$ cat config.mk
export PLATFORM = sky130hd
export DESIGN_NAME = sync_fifo_param_flat
export DESIGN_NICKNAME = d
export VERILOG_FILES = /design/src/rtl/sync_fifo_param_if.sv /design/src/rtl/sync_fifo_param.sv /design/src/flat_wrapper.sv
export SDC_FILE = /design/constraint.sdc
export NUM_CORES = 1
export LEC_CHECK = 0
export CAP_MARGIN = 20
export CORE_MARGIN = 1.5
export CORE_UTILIZATION = 45
export CTS_CLUSTER_SIZE = 20
export DETAILED_ROUTE_END_ITERATION = 10
export GPL_TIMING_DRIVEN = 0
export PLACE_DENSITY_LB_ADDON = 0.25
export SETUP_SLACK_MARGIN = 0.02
export SLEW_MARGIN = 40
export SYNTH_ARGS = -nofsm -noshare
export SYNTH_HDL_FRONTEND = slang
export SYNTH_SLANG_ARGS = --single-unit
$ cat constraint.sdc
create_clock -name i_Clk -period 2.9 [get_ports i_Clk]
set_input_delay 0.725 -clock i_Clk [delete_from_list [all_inputs] [get_ports i_Clk]]
set_output_delay 0.725 -clock i_Clk [all_outputs]
set_load 0.01 [all_outputs]
$ cat src/rtl/sync_fifo_param_if.sv
// Producer/consumer bundle for sync_fifo_param: write side, read side, error clear and status.
// The master modport belongs to the user logic driving the FIFO; the slave modport belongs to the FIFO.
interface sync_fifo_param_if #(
   parameter int DATA_WIDTH = 8,
   parameter int DEPTH      = 16
);
   logic [DATA_WIDTH-1:0]    i_Wr_Data;
   logic                     i_Wr_En;
   logic                     i_Rd_En;
   logic                     i_Clr_Err;
   logic [DATA_WIDTH-1:0]    o_Rd_Data;
   logic                     o_Data_Valid;
   logic                     o_Full;
   logic                     o_Empty;
   logic                     o_Almost_Full;
   logic                     o_Almost_Empty;
   logic [$clog2(DEPTH):0]   o_Count;
   logic                     o_Overflow;
   logic                     o_Underflow;

   modport master (
      output i_Wr_Data, i_Wr_En, i_Rd_En, i_Clr_Err,
      input  o_Rd_Data, o_Data_Valid, o_Full, o_Empty, o_Almost_Full,
             o_Almost_Empty, o_Count, o_Overflow, o_Underflow
   );

   modport slave (
      input  i_Wr_Data, i_Wr_En, i_Rd_En, i_Clr_Err,
      output o_Rd_Data, o_Data_Valid, o_Full, o_Empty, o_Almost_Full,
             o_Almost_Empty, o_Count, o_Overflow, o_Underflow
   );
endinterface

$ cat src/rtl/sync_fifo_param.sv
// Single-clock FIFO with fill count, almost-full/empty flags, sticky errors and optional FWFT read; status one edge after the request.
// No backpressure stall: a write when full (without a same-cycle pop) or a read when empty is dropped and latched as overflow/underflow.
module sync_fifo_param #(
   parameter int DATA_WIDTH = 8,
   parameter int DEPTH      = 16,
   parameter int AF_THRESH  = DEPTH - 2,
   parameter int AE_THRESH  = 2,
   parameter int FWFT       = 0
) (
   input  logic             i_Clk,
   input  logic             i_Reset,
   sync_fifo_param_if.slave bus
);
   localparam int AW = $clog2(DEPTH);
   localparam int CW = AW + 1;
   localparam logic [CW-1:0] FULL_CNT = CW'(DEPTH);
   localparam logic [CW-1:0] AF_CNT   = CW'(AF_THRESH);
   localparam logic [CW-1:0] AE_CNT   = CW'(AE_THRESH);

   logic [DATA_WIDTH-1:0] mem [DEPTH];
   logic [AW-1:0]         wr_ptr;
   logic [AW-1:0]         rd_ptr;
   logic [CW-1:0]         count;
   logic                  empty;
   logic                  full;
   logic                  rd_acc;
   logic                  wr_acc;
   logic                  ovf_q;
   logic                  udf_q;

   assign empty  = (count == '0);
   assign full   = (count == FULL_CNT);
   assign rd_acc = bus.i_Rd_En && !empty;
   // A pop in the same cycle frees the slot, so a write to a full FIFO still lands.
   assign wr_acc = bus.i_Wr_En && (!full || rd_acc);

   always_ff @(posedge i_Clk) begin
      if (wr_acc) begin
         mem[wr_ptr] <= bus.i_Wr_Data;
      end
   end

   always_ff @(posedge i_Clk or negedge i_Reset) begin
      if (!i_Reset) begin
         wr_ptr <= '0;
         rd_ptr <= '0;
         count  <= '0;
      end else begin
         if (wr_acc) begin
            wr_ptr <= wr_ptr + AW'(1);
         end
         if (rd_acc) begin
            rd_ptr <= rd_ptr + AW'(1);
         end
         case ({wr_acc, rd_acc})
            2'b10:   count <= count + CW'(1);
            2'b01:   count <= count - CW'(1);
            default: count <= count;
         endcase
      end
   end

   // A fresh error in the clearing cycle must not be lost, so set has priority.
   always_ff @(posedge i_Clk or negedge i_Reset) begin
      if (!i_Reset) begin
         ovf_q <= 1'b0;
         udf_q <= 1'b0;
      end else begin
         if (bus.i_Wr_En && !wr_acc) begin
            ovf_q <= 1'b1;
         end else if (bus.i_Clr_Err) begin
            ovf_q <= 1'b0;
         end
         if (bus.i_Rd_En && !rd_acc) begin
            udf_q <= 1'b1;
         end else if (bus.i_Clr_Err) begin
            udf_q <= 1'b0;
         end
      end
   end

   assign bus.o_Count        = count;
   assign bus.o_Empty        = empty;
   assign bus.o_Full         = full;
   assign bus.o_Almost_Full  = (count >= AF_CNT);
   assign bus.o_Almost_Empty = (count <= AE_CNT);
   assign bus.o_Overflow     = ovf_q;
   assign bus.o_Underflow    = udf_q;

   generate
      if (FWFT != 0) begin : g_fwft
         // Head word is shown directly; masked while empty so reset presents zero.
         assign bus.o_Rd_Data    = empty ? '0 : mem[rd_ptr];
         assign bus.o_Data_Valid = !empty;
      end else begin : g_std
         logic [DATA_WIDTH-1:0] rd_data_q;
         logic                  rd_vld_q;

         always_ff @(posedge i_Clk or negedge i_Reset) begin
            if (!i_Reset) begin
               rd_data_q <= '0;
               rd_vld_q  <= 1'b0;
            end else begin
               rd_vld_q <= rd_acc;
               if (rd_acc) begin
                  rd_data_q <= mem[rd_ptr];
               end
            end
         end

         assign bus.o_Rd_Data    = rd_data_q;
         assign bus.o_Data_Valid = rd_vld_q;
      end
   endgenerate

   a_count_bound: assert property (@(posedge i_Clk) disable iff (!i_Reset) count <= FULL_CNT);

endmodule

$ cat src/flat_wrapper.sv
// flat-port wrapper written by rule: the top's interface ports become plain ports
module sync_fifo_param_flat 
#(
   parameter int DATA_WIDTH = 8,
   parameter int DEPTH      = 16,
   parameter int AF_THRESH  = DEPTH - 2,
   parameter int AE_THRESH  = 2,
   parameter int FWFT       = 0
)
  (i_Clk, i_Reset, bus_i_Wr_Data, bus_i_Wr_En, bus_i_Rd_En, bus_i_Clr_Err, bus_o_Rd_Data, bus_o_Data_Valid, bus_o_Full, bus_o_Empty, bus_o_Almost_Full, bus_o_Almost_Empty, bus_o_Count, bus_o_Overflow, bus_o_Underflow);
  sync_fifo_param_if #(.DATA_WIDTH(DATA_WIDTH), .DEPTH(DEPTH)) bus_i ();
  input  logic i_Clk;
  input  logic i_Reset;
  input wire logic [$bits(bus_i.i_Wr_Data)-1:0] bus_i_Wr_Data;
  input wire logic [$bits(bus_i.i_Wr_En)-1:0] bus_i_Wr_En;
  input wire logic [$bits(bus_i.i_Rd_En)-1:0] bus_i_Rd_En;
  input wire logic [$bits(bus_i.i_Clr_Err)-1:0] bus_i_Clr_Err;
  output wire logic [$bits(bus_i.o_Rd_Data)-1:0] bus_o_Rd_Data;
  output wire logic [$bits(bus_i.o_Data_Valid)-1:0] bus_o_Data_Valid;
  output wire logic [$bits(bus_i.o_Full)-1:0] bus_o_Full;
  output wire logic [$bits(bus_i.o_Empty)-1:0] bus_o_Empty;
  output wire logic [$bits(bus_i.o_Almost_Full)-1:0] bus_o_Almost_Full;
  output wire logic [$bits(bus_i.o_Almost_Empty)-1:0] bus_o_Almost_Empty;
  output wire logic [$bits(bus_i.o_Count)-1:0] bus_o_Count;
  output wire logic [$bits(bus_i.o_Overflow)-1:0] bus_o_Overflow;
  output wire logic [$bits(bus_i.o_Underflow)-1:0] bus_o_Underflow;
  assign bus_i.i_Wr_Data = bus_i_Wr_Data;
  assign bus_i.i_Wr_En = bus_i_Wr_En;
  assign bus_i.i_Rd_En = bus_i_Rd_En;
  assign bus_i.i_Clr_Err = bus_i_Clr_Err;
  assign bus_o_Rd_Data = bus_i.o_Rd_Data;
  assign bus_o_Data_Valid = bus_i.o_Data_Valid;
  assign bus_o_Full = bus_i.o_Full;
  assign bus_o_Empty = bus_i.o_Empty;
  assign bus_o_Almost_Full = bus_i.o_Almost_Full;
  assign bus_o_Almost_Empty = bus_i.o_Almost_Empty;
  assign bus_o_Count = bus_i.o_Count;
  assign bus_o_Overflow = bus_i.o_Overflow;
  assign bus_o_Underflow = bus_i.o_Underflow;
  sync_fifo_param #(.DATA_WIDTH(DATA_WIDTH), .DEPTH(DEPTH), .AF_THRESH(AF_THRESH), .AE_THRESH(AE_THRESH), .FWFT(FWFT)) u_core (.i_Clk(i_Clk), .i_Reset(i_Reset), .bus(bus_i));
endmodule
==> key figures <==
Placed design
  • Cell total after placement: 545
  • Placer Congestion: 0.768
  • Estimated wirelength of the detail-placed design: 8120 um
  • Placed standard-cell area: 0.00690 sq mm
  • Pre-CTS setup slack: -0.255 ns
  • Number of port buffers: 32

Route
  • Wire length on met3: 585 um
  • Met1 layer wirelength in the final routing: 5140 um
  • DRC marker count from the first detailed-route iteration: 254
  • Met2 wire length: 6290 um
  • Avg WL per Cell: 21.2 um
  • Total iterations of the first detailed-routing run: 4
  • Top Metal Used: met4
  • Antenna Nets Post-Route: 0
  • Routed vias: 3,212
  • Residual DRC: 0
  • DRT Wirelength: 12,200 um
  • Detailed-route vias per instance: 5.57

Timing
  • Tmin final: 2.77 ns
  • Final Max Tran Viols: 0
  • Final Setup Violations: 0
  • Hold Violations, Final: 0
  • Fraction of the cycle the final worst path needs: 0.956
  • Actual slew at the worst max-slew pin: 0.707 ns
  • Setup WS post-layout: 0.128 ns
  • Maximum clock frequency: 361 MHz
  • Worst clock skew on the final layout: 0.00631 ns
  • Setup repair after global routing missed its margin: no
  • Sum Neg Setup Slack: 0 ns
  • Worst slew margin: 0.528
  • Post-Route Hold Slack: 0.307 ns

Layout
  • Area growth from synthesis to layout: 20.0%
  • Non-filler cells in the finished layout: 577
  • Final core utilization: 0.548
  • Layout filler cell count: 1,074
  • Final Instance Area: 0.00754 sq mm
  • Layout Nets: 406
  • Antenna Cells: 0
  • Share of cells above drive strength 1: 0.212

Die
  • Top Ports: 33
  • Initial standard-cell utilization of the core: 0.456
  • X dimension of the die: 121 um
  • Core Box Area: 0.0138 sq mm
  • Site row count: 43
  • Die area: 0.0147 sq mm
  • Overall die height: 121 um

Logic synthesis
  • Cells after Synth: 325
  • Synth Area per Inst: 19.3 sq um
  • Yosys warning count: 0
  • Most frequently used flop master after synthesis: sky130_fd_sc_hd__edfxtp_1
  • Number of synthesized flops with an enable pin: 128
  • Share of synthesized registers carrying an async set or reset: 0.158
  • Syn nets: 347
  • Flops & latches, synth: 152
  • Post-synth design cell area: 0.00629 sq mm
  • Register area share after synthesis: 0.707
  • Unique masters post-synth: 44

Setup path
  • Slack of the worst reg-to-reg path: 0.20 ns
  • FF-to-FF Start: u_core.bus.o_Count[2]$_DFFE_PN0P_
  • Element type at the critical path start: flip-flop
  • Worst EP required: 2.17 ns
  • Cell count of the worst reg-to-reg path: 10
  • Top fanout value on the critical path: 7
  • R2r endpoint: u_core.bus.o_Count[4]$_DFFE_PN0P_
  • Type of the worst setup path: flip-flop to output pin
  • Arrival time of data at the critical path endpoint: 2.05 ns
  • Crit path capture type: output pin

GRT
  • Number of antenna violations at the first check in global routing: 0
  • Overall overflow remaining after global route: 0
  • Tot GR Track Use: 0.182
  • Vias in the first global route: 3,307
  • Maximum number of pins on one net before global-route repair: 25
  • First-pass GRT wire length: 18,800 um

CTS
  • Library cell used as clock root buffer: sky130_fd_sc_hd__clkbuf_16
  • CTS H-tree depth: 4
  • Maximum root-to-sink buffer count: 2
  • Clock-pin slew on the worst setup and hold paths: 0.06 ns
  • Clock net sink count: 152
  • Clock latency at the later pin of the worst-skew pair: 0.41 ns
  • Total clock buffers created by CTS: 17
  • Clock tree from TritonCTS: done

Worst hold path
  • Hold/Removal Path Class: primary input to async pin

Power and ir drop
  • Peak supply drop: 0.414 mV
  • Pleak: 2.63 nW
  • Total power of the final layout: 7.52 mW
  • Total power per unit cell area: 997 mW/mm^2

Flow run
  • MaxCap Viol Count: 0

Run status
  • Status: completed
sequential cells by signal (all words and copies together) (netlist names):
name                     count
u_core.bus.o_Underflow       1
u_core.mem                 128
u_core.bus.o_Data_Valid      1
u_core.wr_ptr                4
u_core.bus.o_Rd_Data         8
u_core.bus.o_Overflow        1
u_core.bus.o_Count           5
u_core.rd_ptr                4
kinds of logic after synthesis:
family,synth area share
flops,0.707
simple gates,0.0456
mux,0.151
compound gates,0.0422
buf+inv,0.0221
xor+xnor,0.0125
fa+ha+maj,0.0191
critical path, stage by stage, from the launching register on:
cell and delay, ns:
sky130_fd_sc_hd__dfrtp_1 0.49, sky130_fd_sc_hd__nor4_4 0.39, sky130_fd_sc_hd__nand2_2 0.15, sky130_fd_sc_hd__inv_1 0.07, sky130_fd_sc_hd__clkdlybuf4s50_1 0.52
what timing repair did:
action                     4_1_cts  5_1_grt
pin swaps                        0        1
setup buffers                    0        0
hold buffers                     0        0
gates cloned                     0        0
setup endpoints to repair        1        3
gates resized for setup          1        3
cell type report:
cell class / count / area [sq um] / share of cell area
Clock buffer: 17 / 425 / 0.0564
Inverter: 11 / 41.3 / 0.00547
Multi-Input combinational cell: 146 / 1750 / 0.233
Tap cell: 180 / 225 / 0.0299
Timing Repair Buffer: 40 / 355 / 0.0471
Sequential cell: 152 / 4440 / 0.589
Clock inverter: 15 / 200 / 0.0265
Buffer: 16 / 97.6 / 0.0129
metal layers:
metal  up-vias  global-route usage
met4         0              0.0610
met3        12              0.0475
met5         -                   0
met1      1658               0.233
li1       1444                   -
met2        98               0.303
synth_stat cells (all sizes together), types with 10 or more instances:
library cell | instances | area (sq um)
a21oi | 10 | 50.1
dfrtp | 24 | 601
edfxtp | 128 | 3840
inv | 11 | 41.3
mux2 | 11 | 131
mux4 | 32 | 811
nor2b | 10 | 62.6
report_power, final:
part           internal (mW)  total (mW)  leakage (nW)  switching [mW]
registers               2.71        2.91          1.44           0.195
logic                   1.15        2.30         0.893            1.15
clock network           1.44        2.31         0.297           0.869
how the worst max path moves through the flow:
stage | to | cells past startpoint | startpoint | slack (ns)
finish | bus_o_Full | 4 | u_core.bus.o_Count[0]$_DFFE_PN0P_ | 0.13
global route | bus_o_Full | 4 | u_core.bus.o_Count[0]$_DFFE_PN0P_ | 0.03
CTS | bus_o_Empty | 3 | u_core.bus.o_Count[2]$_DFFE_PN0P_ | 0.02
detailed placement | u_core.bus.o_Count[4]$_DFFE_PN0P_ | 10 | bus_i_Rd_En | -0.25
global placement | u_core.mem[1][2]$_DFFE_PP_ | 3 | bus_i_Rd_En | -0.72
floorplan | u_core.bus.o_Count[4]$_DFFE_PN0P_ | 10 | u_core.bus.o_Count[4]$_DFFE_PN0P_ | 0.37
cell usage in the layout (no fill, tap or decap), types with 2 or more instances in the layout:
cell                              Yosys  final
sky130_fd_sc_hd__nand2_1              6      5
sky130_fd_sc_hd__nor4_2               1      4
sky130_fd_sc_hd__nand4_1              2      2
sky130_fd_sc_hd__mux2_4               2      2
sky130_fd_sc_hd__inv_1               11     11
sky130_fd_sc_hd__buf_6                4      4
sky130_fd_sc_hd__edfxtp_1           128    128
sky130_fd_sc_hd__mux4_2               8      8
sky130_fd_sc_hd__nor2b_1             10     10
sky130_fd_sc_hd__mux4_1              24     24
sky130_fd_sc_hd__dfrtp_1             24     24
sky130_fd_sc_hd__clkbuf_1             8      8
sky130_fd_sc_hd__xnor2_1              8      8
sky130_fd_sc_hd__clkinvlp_4           0      3
sky130_fd_sc_hd__buf_2                3     12
sky130_fd_sc_hd__nor2_2               0      4
sky130_fd_sc_hd__clkbuf_16            0     17
sky130_fd_sc_hd__ha_1                 8      8
sky130_fd_sc_hd__a21oi_1             10     10
sky130_fd_sc_hd__o22ai_1              8      8
sky130_fd_sc_hd__nand2b_1             2      2
sky130_fd_sc_hd__nor3b_1              2      2
sky130_fd_sc_hd__a211oi_1             8      8
sky130_fd_sc_hd__nand3_1              2      2
sky130_fd_sc_hd__bufinv_16            0      4
sky130_fd_sc_hd__inv_6                0      2
sky130_fd_sc_hd__clkinv_4             0      3
sky130_fd_sc_hd__and2_1               8      8
sky130_fd_sc_hd__clkinv_2             0      2
sky130_fd_sc_hd__clkdlybuf4s50_1      0     31
sky130_fd_sc_hd__o221ai_1             2      2
sky130_fd_sc_hd__mux2_2               9      9
No activity file was read; power rests on OpenSTA's default activity.
